==> src/rtl/sensor_status_pkg.sv <==
// rtl/sensor_status_pkg.sv - shared constants and OC state encoding for the status conditioner
// Purpose: status word width, bit positions of each flag within the status word, and
//          the overcurrent FSM state type.
// Configuration: OC_STICKY_EN adds the OC_LATCHED state.
package sensor_status_pkg;

    localparam int STATUS_W   = 4;
    localparam int BIT_LEFT   = 3;
    localparam int BIT_CENTER = 2;
    localparam int BIT_RIGHT  = 1;
    localparam int BIT_OC     = 0;

`ifdef OC_STICKY_EN
    typedef enum logic [1:0] {
        OC_IDLE    = 2'd0,
        OC_TRIP    = 2'd1,
        OC_HOLD    = 2'd2,
        OC_LATCHED = 2'd3
    } oc_state_t;
`else
    typedef enum logic [1:0] {
        OC_IDLE = 2'd0,
        OC_TRIP = 2'd1,
        OC_HOLD = 2'd2
    } oc_state_t;
`endif

endpackage

==> src/rtl/sensor_status_conditioner_debounce_ch.sv <==
// rtl/sensor_status_conditioner_debounce_ch.sv - one IR channel: 2-flop sync, debounce counter, stable level
// Purpose: accepts a level change only after DB_CYCLES consecutive synced cycles that
//          disagree with the stable level.
// Ports:
//   clk        in  system clock
//   rst_n      in  synchronous active-low reset
//   raw        in  raw sensor level, asynchronous to clk
//   level_next out value the stable level takes at the next edge
module debounce_ch #(
    parameter int DB_CYCLES = 4
) (
    input  logic clk,
    input  logic rst_n,
    input  logic raw,
    output logic level_next
);
    import sensor_status_pkg::*;

    localparam int CW = $clog2(DB_CYCLES + 1);

    logic          sync1;
    logic          sync2;
    logic          level;
    logic [CW-1:0] cnt;
    logic [CW-1:0] cnt_next;
    logic [CW-1:0] cnt_inc;

    // The next level is exported so the top can register it without adding a
    // further cycle of latency on top of sync + debounce.
    always_comb begin
        cnt_inc    = cnt + 1'b1;
        cnt_next   = '0;
        level_next = level;
        if (sync2 != level) begin
            if (cnt_inc == CW'(DB_CYCLES)) begin
                level_next = sync2;
            end else begin
                cnt_next = cnt_inc;
            end
        end
    end

    always_ff @(posedge clk) begin
        if (!rst_n) begin
            sync1 <= 1'b0;
            sync2 <= 1'b0;
            level <= 1'b0;
            cnt   <= '0;
        end else begin
            sync1 <= raw;
            sync2 <= sync1;
            level <= level_next;
            cnt   <= cnt_next;
        end
    end

endmodule

==> src/rtl/sensor_status_conditioner.sv <==
// rtl/sensor_status_conditioner.sv - IR debounce, overcurrent qualify/hold, registered status word
// Purpose: builds the 4-bit status word {LEFT,CENTER,RIGHT,OC} for the display and
//          pulses status_changed for one cycle whenever the word changes.
// Configuration: OC_STICKY_EN makes the OC flag latch after the hold until oc_clear.
// Ports:
//   clk, rst_n                     clock, synchronous active-low reset
//   ir_left, ir_center, ir_right   raw IR sensors (asynchronous)
//   oc_raw                         raw overcurrent flag (asynchronous, active-high)
//   oc_clear                       overcurrent acknowledge (sticky build only)
//   status                         registered status word
//   status_changed                 one-cycle pulse when status takes a new value
module sensor_status_conditioner #(
    parameter int DB_CYCLES = 4,
    parameter int OC_HOLD   = 8
) (
    input  logic                               clk,
    input  logic                               rst_n,
    input  logic                               ir_left,
    input  logic                               ir_center,
    input  logic                               ir_right,
    input  logic                               oc_raw,
    input  logic                               oc_clear,
    output logic [sensor_status_pkg::STATUS_W-1:0] status,
    output logic                               status_changed
);
    import sensor_status_pkg::*;

    localparam int HW = (OC_HOLD > 1) ? $clog2(OC_HOLD) : 1;

    logic            left_next;
    logic            center_next;
    logic            right_next;
    logic            oc_s1;
    logic            oc_s2;
    oc_state_t       state;
    oc_state_t       state_next;
    logic [HW-1:0]   hold_cnt;
    logic [HW-1:0]   hold_next;
    logic [STATUS_W-1:0] status_next;

    debounce_ch #(.DB_CYCLES(DB_CYCLES)) u_left (
        .clk(clk), .rst_n(rst_n), .raw(ir_left), .level_next(left_next)
    );
    debounce_ch #(.DB_CYCLES(DB_CYCLES)) u_center (
        .clk(clk), .rst_n(rst_n), .raw(ir_center), .level_next(center_next)
    );
    debounce_ch #(.DB_CYCLES(DB_CYCLES)) u_right (
        .clk(clk), .rst_n(rst_n), .raw(ir_right), .level_next(right_next)
    );

`ifndef OC_STICKY_EN
    logic unused_oc_clear;
    assign unused_oc_clear = oc_clear;
`endif

    // The enum value OC_HOLD is qualified because the hold-length parameter
    // shares its name.
    always_comb begin
        state_next = state;
        hold_next  = hold_cnt;
        case (state)
            OC_IDLE: begin
                if (oc_s2) state_next = OC_TRIP;
            end
            OC_TRIP: begin
                if (!oc_s2) begin
                    state_next = sensor_status_pkg::OC_HOLD;
                    hold_next  = HW'(OC_HOLD - 1);
                end
            end
            sensor_status_pkg::OC_HOLD: begin
                if (oc_s2) begin
                    state_next = OC_TRIP;
                end else if (hold_cnt == '0) begin
`ifdef OC_STICKY_EN
                    state_next = OC_LATCHED;
`else
                    state_next = OC_IDLE;
`endif
                end else begin
                    hold_next = hold_cnt - 1'b1;
                end
            end
`ifdef OC_STICKY_EN
            OC_LATCHED: begin
                if (oc_s2) begin
                    state_next = OC_TRIP;
                end else if (oc_clear) begin
                    state_next = OC_IDLE;
                end
            end
`endif
            default: state_next = OC_IDLE;
        endcase
    end

    // Status is registered from next-state values, so qualification of any
    // bit becomes visible at the same edge it is decided.
    always_comb begin
        status_next             = '0;
        status_next[BIT_LEFT]   = left_next;
        status_next[BIT_CENTER] = center_next;
        status_next[BIT_RIGHT]  = right_next;
        status_next[BIT_OC]     = (state_next != OC_IDLE);
    end

    always_ff @(posedge clk) begin
        if (!rst_n) begin
            oc_s1          <= 1'b0;
            oc_s2          <= 1'b0;
            state          <= OC_IDLE;
            hold_cnt       <= '0;
            status         <= '0;
            status_changed <= 1'b0;
        end else begin
            oc_s1          <= oc_raw;
            oc_s2          <= oc_s1;
            state          <= state_next;
            hold_cnt       <= hold_next;
            status         <= status_next;
            status_changed <= (status_next != status);
        end
    end

endmodule

==> config.mk <==
export PLATFORM = sky130hd
export DESIGN_NAME = sensor_status_conditioner
export DESIGN_NICKNAME = d
export VERILOG_FILES = /design/src/rtl/sensor_status_pkg.sv /design/src/rtl/sensor_status_conditioner_debounce_ch.sv /design/src/rtl/sensor_status_conditioner.sv
export SDC_FILE = /design/constraint.sdc
export NUM_CORES = 1
export LEC_CHECK = 0
export CAP_MARGIN = 10
export CORE_AREA = 2 2 49 51
export CTS_CLUSTER_DIAMETER = 40
export DETAILED_ROUTE_END_ITERATION = 16
export DIE_AREA = 0 0 51 53
export PLACE_DENSITY = 0.9
export SLEW_MARGIN = 20
export SYNTH_ARGS = -nofsm -noshare
export SYNTH_HDL_FRONTEND = slang
export SYNTH_HIERARCHICAL = 1
export SYNTH_SLANG_ARGS = --single-unit
==> constraint.sdc <==
create_clock -name clk -period 3.2 [get_ports clk]
set_clock_uncertainty 0.1 [all_clocks]
set_input_delay 0.64 -clock clk [delete_from_list [all_inputs] [get_ports clk]]
set_output_delay 0.64 -clock clk [all_outputs]
set_load 0.01 [all_outputs]
=== Word-level counts from Yosys, hierarchy flattened ===
Cells that the tools add are included.

* Output and inout bits: 5
* Input bits: 7
* Bits in registers: 30
* Word-level logic and storage cells: 61

* Multiplexer cells: 15
* Equality and inequality tests: 12
* Bitwise gates (word level): 4
* $add $sub $neg: 4
* Reduce and logical (&&, ||, !) cells: 8

{| class="wikitable"
|+ Operators by type and width
! kind !! number
|-
| $add 3x1->3 const B || 3
|-
| $eq 3x3->1 const B || 3
|-
| $mux 3 || 3
|-
| $reduce_or 3->1 || 3
|-
| $mux 2 || 4
|-
| $mux 1 || 6
|-
| $ne 2x2->1 const B || 3
|-
| $pmux 2 s3 || 1
|-
| $pmux 3 s2 || 1
|-
| $ne 4x4->1 || 1
|-
| $not 1->1 || 4
|-
| $reduce_and 4->1 || 1
|-
| $reduce_bool 2->1 || 2
|-
| $logic_not 3->1 || 1
|-
| $ne 1x1->1 || 3
|-
| $sub 3x1->3 const B || 1
|-
| $eq 2x1->1 const B || 1
|-
| $eq 2x2->1 const B || 1
|-
| $logic_not 2->1 || 1
|}

=== Logic depth before layout (Yosys ltp) ===
Gate-level depths: netlist (run 1).

* Word-level depth: 6
* Depth in mapped cells: 6
* Depth with buffers taken out: 6

=== Modules after synthesis ===
Netlist (run 1), hierarchy kept.

{| class="wikitable"
|+ Modules (own cells, without submodules)
! module !! area each (µm²) !! times used !! cells each !! seq. area each (µm²)
|-
| debounce_ch || 247.7 || 3 || 23 || 120.1
|-
| sensor_status_conditioner || 498.0 || 1 || 48 || 240.2
|}

=== Worst setup path before layout (run 1) ===
No wires, ideal clock.

* Path type: register -> register
* Start: reg u_right.cnt[0]
* End: reg status_changed
* Period minus slack after synthesis: 1951 ps
* Setup slack: 1249 ps
* Arrival: 1726 ps
* Data required time: 2975 ps
* Cell stages (with the launch flop): 7
* Buffers on the path: 0
* Setup time: 125 ps
* Path through: dfxtp_1 > ha_1 > xnor2_1 > nand2b_4 > mux2_4 > xor2_1 > o41a_1

* Word-level cells in the longest chain between the ends: 5

{| class="wikitable"
|+ RTL lines
! what !! line !! RTL
|-
| start: declaration || sensor_status_conditioner_debounce_ch.sv:24 || <nowiki>logic [CW-1:0] cnt;</nowiki>
|-
| start signal: assignment || sensor_status_conditioner_debounce_ch.sv:53 || <nowiki>cnt <= cnt_next;</nowiki>
|-
| $add 3x1->3 || sensor_status_conditioner_debounce_ch.sv:31 || <nowiki>cnt_inc = cnt + 1'b1;</nowiki>
|-
| $eq 3x3->1 || sensor_status_conditioner_debounce_ch.sv:35 || <nowiki>if (cnt_inc == CW'(DB_CYCLES)) begin</nowiki>
|-
| $mux 1 || sensor_status_conditioner_debounce_ch.sv:35 ||
|-
| $mux 1 || sensor_status_conditioner_debounce_ch.sv:34 || <nowiki>if (sync2 != level) begin</nowiki>
|-
| named net right_next || sensor_status_conditioner.sv:32 || <nowiki>logic right_next;</nowiki>
|-
| $ne 4x4->1 || sensor_status_conditioner.sv:121 || <nowiki>status_changed <= (status_next != status);</nowiki>
|-
| end signal: assignment || sensor_status_conditioner.sv:121 ||
|-
| end: declaration || sensor_status_conditioner.sv:24 || <nowiki>output logic status_changed</nowiki>
|}

The timed path passes the listed nets, and every way through them passes these cells.
A chain may end at the register's enable or synchronous reset.

=== Worst setup path in the final report (run 1) ===
* Start: reg u_center.cnt[0]
* End: reg status_changed

* Word-level cells in the longest chain between the ends: 5

{| class="wikitable"
|+ RTL lines
! what !! line !! RTL
|-
| start: declaration || sensor_status_conditioner_debounce_ch.sv:24 ||
|-
| start signal: assignment || sensor_status_conditioner_debounce_ch.sv:53 ||
|-
| $add 3x1->3 || sensor_status_conditioner_debounce_ch.sv:31 ||
|-
| $eq 3x3->1 || sensor_status_conditioner_debounce_ch.sv:35 ||
|-
| $mux 1 || sensor_status_conditioner_debounce_ch.sv:35 ||
|-
| $mux 1 || sensor_status_conditioner_debounce_ch.sv:34 ||
|-
| named net center_next || sensor_status_conditioner.sv:31 || <nowiki>logic center_next;</nowiki>
|-
| $ne 4x4->1 || sensor_status_conditioner.sv:121 ||
|}

The timed path passes the listed nets, and every way through them passes these cells.

==> results.md, run 1 <==
- Boundary Pins: 12
- Worst Setup SP: u_center/cnt[0]
- Total CTS buffers: 5
- Crit. End Element: flop
- Asr flop ratio synth: 0%
- WP data arrival: roughly 2.2 ns
- Synth area leaders: dfxtp_1 (48%), ha_1 (8.1%), and2_1 (6.0%), xor2_1 (4.2%), mux2_4 (3.6%)
- Area leader, netlist: dfxtp_1
- Die Wd: 51 µm
- Worst path cell trace: ha_1 > xnor2_1 > nand2b_4 > mux2_4 > xor2_1 > o41a_1
- Slew Limit Fails: 0
- First-pass DRT Iterations: 3
- Worst vdd ir: 0.315 mV
- Unrepaired setup endpoints after global routing: false
- Max Fclk: 0.489 GHz
- Synth Instances: between 100 and 150
- WHS Path Cells: 1
- NumNets Final: 148
- Post-synth EDFFs: 0
- WL per Instance: around 11 µm
- Clk_lat worst skew: 0.32 ns
- Crit path largest cell delay: roughly 0.40 ns
- RePlAce Congestion: 0.774
- Post-Syn Nets: 132
- # clock sinks: 30
- CTS hold repair buffers: 0
- Top delay family on crit path: compound AO/OA/AOI/OAI gates
- Clock tree buffer depth: 2
- Worst-Margin Slew: 0.786 ns
- Crit Path Max Fanout: 3
- Commonest cells in the netlist: dfxtp_1 (30), and2_1 (12), nor2_1 (12)
- Layout cells sized above 1: 11.9%
- R2r setup slk: ~1.2 ns
- Top cell type's share of synthesized area: 48.4%
- TNS Setup: 0 ns
- Initial Utilization: about 58%
- Crit-path slowest cell: o41a_1
- CP bufs+invs: 0
- Crit path launch type: flop
- Clock-pin slew of the registers on the worst-case setup and hold paths: 0.09 ns
- H-tree Lvls: 2
- Initial antenna violation count: 0
- Post-Syn Area: around 1200 µm²
- Slew headroom: 47.4%
- Count of cell types in the netlist: 24
- Dpl cells: between 150 and 200
- First-pass GRT wire length: 3340 µm
- Outcome: finished, final reports clean
- GRT Residual Overflow: 0
- Count leader, synth: dfxtp_1
- Critical setup path kind: reg -> reg
- Final hold viol count: 0
- Final min period: roughly 2 ns
- Detailed Route WL: 1810 µm
- Largest net degree at the start of global routing: 28
- Die ar.: approximately 2700 µm²
- Initial DRC Count: 9
- Reg-to-reg endpoint: status_changed
- Vias: a little over 800
- Root buffer cell: clkbuf_4
- Syn_area_per_cell: ~11 µm²
- # port buffers: 10
- Synthesis Warnings: 6
- Ys flop type: dfxtp_1
- Reg2reg start: u_center/cnt[0]
- Chip height: approximately 53 µm
- Placed cell area: ~1400 µm²
- Worst reg2reg path depth: 6
- Area delta synth->final: 16.9%
- Hpwl dp: 1320 µm
- Max_cap viols: 0
- Finish-stage setup viols: 0
- DRC: 0
- Vias in the first global route: 832
- Row cnt: 17
- Critical Path Sink: status_changed
- N_diodes: 0
- Vias per inst: 5.02
- Core Area: 2150 µm²
- PD cells: 480 nW/µm²
- Final ANT Viol Nets: 0
- Final period utilization: 63.8%
- Seq/Total Area, Yosys: 48.4%
- Flops & latches, synth: 30
- Final worst slack: 1.16 ns
- Final Non-Filler Cells: 162
- CTS tree: done
- Critical Path RT: about 3.3 ns
- Post-CTS Resized: 0
- Final instance area: ~1500 µm²
- Worst hold path type: reg -> reg
- Static leakage: 0.688 nW
- Buffer count from post-CTS setup fixing: 0
- Pre-CTS setup slack: 0.957 ns
- Total stage count of the critical path: 6
- GRT Total Usage: roughly 17%
-- kinds of logic after synthesis --
| kind of cell | after synthesis | synth area share [%] |
|---|---|---|
| AND/OR/NAND/NOR | 41 | 18.4 |
| flip-flops | 30 | 48.4 |
| AO/OA/AOI/OAI | 12 | 8.97 |
| XOR/XNOR | 10 | 7.06 |
| buffers and inverters | 10 | 3.02 |
| adder cells (fa/ha/maj) | 8 | 8.06 |
| multiplexers | 6 | 6.05 |
-- report_power, final --
part            total, W  switching [W]  internal [W]
clock           0.000274       0.000124      0.000150
sequential      0.000388     0.00000573      0.000382
combinational  0.0000347      0.0000161     0.0000187
-- through the flow --
stage	hold WS, ns	total power [W]	util (%)
6_report	0.339	0.000697	67.6
5_1_grt	0.357	0.000724	67.6
4_1_cts	0.343	0.000704	67.6
3_5_place_dp	0.320	0.000432	63.9
3_3_place_gp	0.316	0.000429	63.9
2_1_floorplan	0.312	0.000416	-
-- cell usage in the layout, fill, tap and decap left out, types with 3 or more instances in the layout --
master / count
dfxtp_1: 30
and2_1: 12
nor2_1: 12
clkdlybuf4s50_1: 10
inv_1: 8
ha_1: 8
nand2_1: 7
xor2_1: 6
clkbuf_4: 5
nor2b_1: 4
xnor2_1: 4
clkbuf_8: 3
nand2b_4: 3
mux2_4: 3
o211ai_1: 3
mux2i_1: 3
-- metal layers --
metal	vias up	wire, µm	track usage (%)
met5	-	0	0
met3	7	85	8.47
li1	414	-	-
met4	0	39	8.11
met2	14	924	30.7
met1	378	755	16.9
-- area by class of cell --
type	instances	area [µm²]
inverters	9	33.8
well taps	28	35.0
multi-input cells	77	603
repair buffers	10	100
clock buffers	8	78.8
fillers	165	697
flip-flops and latches	30	601
-- registers in the layout (all words and copies together), names as in the netlist, 2 cells and up --
name / cells
status: 4
hold_cnt: 3
u_center/cnt: 3
u_left/cnt: 3
u_right/cnt: 3
state: 2
-- how the worst min path moves through the flow --
stage	from	to
3_5_place_dp	u_center/sync1	u_center/sync2
3_3_place_gp	oc_s1	oc_s2
4_1_cts	u_center/sync1	u_center/sync2
5_1_grt	u_right/sync1	u_right/sync2
6_report	u_center/sync1	u_center/sync2
2_1_floorplan	u_center/sync1	u_center/sync2
(Power assumes the default switching activity.)
==> inputs of run 2 (changes only) <==
Settings changed: CORE_AREA 2 2 49 51 to 2 2 51 53, DIE_AREA 0 0 51 53 to 0 0 53 55, PLACE_DENSITY 0.9 to 0.85.
Clock period 3.2 ns to 1.9 ns, I/O delays scaled along.
==> results.md, run 2 (synthesized netlist as in run 1, its figures left out) <==
- N_diodes: 0
- Clock tree buffer depth: 2
- WP data arrival: 1.99 ns
- Final min period: between 1.5 and 2 ns
- Top delay family on crit path: compound AO/OA/AOI/OAI gates
- Initial Utilization: 52.5%
- Initial DRC Count: 8
- Worst reg2reg path depth: 6
- Vias in the first global route: ~810
- Clock-pin slew of the registers on the worst-case setup and hold paths: 0.09 ns
- Grt met2 use: 27.3%
- WHS Path Cells: 1
- CTS hold repair buffers: 0
- Commonest non-fill, non-tap cell in the layout: dfxtp_1
- Crit-path slowest cell: o41a_1
- Hpwl dp: ~1400 µm
- # port buffers: 10
- Max_cap viols: 0
- Area delta synth->final: 28.1%
- Largest Register: status
- FILL cells: 192
- CP bufs+invs: 0
- WL per Instance: 11.9 µm
- First-pass GRT wire length: about 3100 µm
- CTS tree: done
- Area of the multi-input gates: 661 µm²
- Final ANT Viol Nets: 0
- Root buffer cell: clkbuf_4
- Outcome: finished, final reports clean
- Crit path launch type: flop
- # clock sinks: 30
- Worst vdd ir: around 0.60 mV
- Max Fclk: 0.533 GHz
- Core Area: 2360 µm²
- Chip height: 55 µm
- Layout cells sized above 1: 25.9%
- Vias per inst: 4.85
- Worst hold path type: reg -> reg
- Hold Worst Slack: between 0.3 and 0.4 ns
- Reg area: 608 µm²
- R2r setup slk: 0.02 ns
- Crit path largest cell delay: approximately 0.40 ns
- Static leakage: just over 0.7 nW
- Slew headroom: 75.1%
- Crit. End Element: flop
- Die ar.: 2920 µm²
- GRT Total Usage: 15.8%
- Grt met1 use: between 10% and 20%
- Reg2reg start: u_right/cnt[0]
- Detailed Route WL: 2110 µm
- Crit Path Max Fanout: 2
- Vias: 859
- Boundary Pins: 12
- RePlAce Congestion: just over 0.7
- Initial antenna violation count: 0
- Final hold viol count: 0
- PD cells: between 600 and 700 nW/µm²
- Reg-to-reg endpoint: status_changed
- Flip-flop count of the largest register after layout: 4
- NumNets Final: approximately 160
- Met3 GRT Util: 7.26%
- DRC: 0
- Worst-Margin Slew: 0.373 ns
- First-pass DRT Iterations: 4
- Clk_lat worst skew: 0.33 ns
- Min-delay src: oc_s1
- Critical setup path kind: reg -> reg
- Post-Route Utilization: 67.2%
- Critical Path RT: approximately 2.0 ns
- Worst path cell trace: ha_4 > xnor2_2 > nand2b_4 > mux2_4 > xor2_1 > o41a_1
- Most frequent cells in the layout: dfxtp_1 (26), buf_4 (14), and2_1 (12), nor2_1 (12), clkdlybuf4s50_1 (10)
- Row cnt: 18
- Final period utilization: 98.8%
- GRT Max-Usage Layer: met2
- Slew Limit Fails: 0
- Hold endpoint: oc_s2
- Finish-stage setup viols: 0
- Die Wd: 53 µm
- H-tree Lvls: 2
- Total CTS buffers: 5
- Largest net degree at the start of global routing: 28
- GRT Residual Overflow: 0
[run 2: cell types whose count changed in the layout (fill, tap and decap cells not counted), moves of 2 or more]
cell | previous run | this run
clkbuf_8 | 3 | 0
buf_4 | 0 | 14
xnor2_1 | 4 | 1
clkbuf_1 | 0 | 2
ha_1 | 8 | 5
dfxtp_2 | 0 | 3
dfxtp_1 | 30 | 26
ha_4 | 0 | 2
xnor2_2 | 0 | 3
[run 2: through the flow]
stage               TNS (ns)  cell area, µm²  setup WS [ns]  total power, W  instances
floorplan                  0            1260        0.00734        0.000701        117
global placement           0            1470         0.0256        0.000727        165
detailed placement   -0.0146            1470        -0.0146        0.000731        165
CTS                        0            1520        0.00436         0.00106        173
global route         -0.0170            1590        -0.0170         0.00111        177
finish                     0            1590         0.0235         0.00106        177
[run 2: what timing repair did]
action / in CTS / in global routing
gates resized for setup: 3 / 8
buffers inserted: 1 / 4
endpoints found under the setup margin: 1 / 1
pin swaps: 2 / 4
endpoints found under the hold margin: 0 / 0
[run 2: worst max path at each step]
stage               startpoint        endpoint  slack [ns]  cells past startpoint
2_1_floorplan   u_right/cnt[0]  status_changed       0.007                      6
3_3_place_gp   u_center/cnt[0]  status_changed        0.03                      6
3_5_place_dp   u_center/cnt[0]  status_changed       -0.01                      6
4_1_cts        u_center/cnt[0]  status_changed       0.004                      6
5_1_grt          u_left/cnt[0]  status_changed       -0.02                      6
6_report        u_right/cnt[0]  status_changed        0.02                      6
[run 2: worst reg2reg max path, stage by stage (launching register included)]
cell      delay, ns
dfxtp_2        0.34
ha_4           0.16
xnor2_2        0.17
nand2b_4       0.17
mux2_4         0.30
xor2_1         0.14
o41a_1         0.40
[run 2: layout make-up]
type | count | area share [%]
Clock buffer | 7 | 2.83
Tap cell | 30 | 2.36
Timing Repair Buffer | 24 | 12.9
Sequential cell | 30 | 38.2
Multi-Input combinational cell | 77 | 41.5
Inverter | 9 | 2.12
[run 2: report_power, final]
part | leakage, nW | total [W] | internal, W | switching [W]
registers | 0.246 | 0.000653 | 0.000643 | 0.00000990
logic | 0.455 | 0.0000640 | 0.0000348 | 0.0000292
clock network | 0.0254 | 0.000341 | 0.000139 | 0.000202
[run 2: metal layers]
layer / share of wire [%] / vias to the layer above / routed length, µm
met3: 4.3 / 5 / 91
met2: 51 / 16 / 1080
li1: - / 438 / -
met1: 42 / 400 / 883
met4: 2.6 / 0 / 55
met5: 0 / - / 0
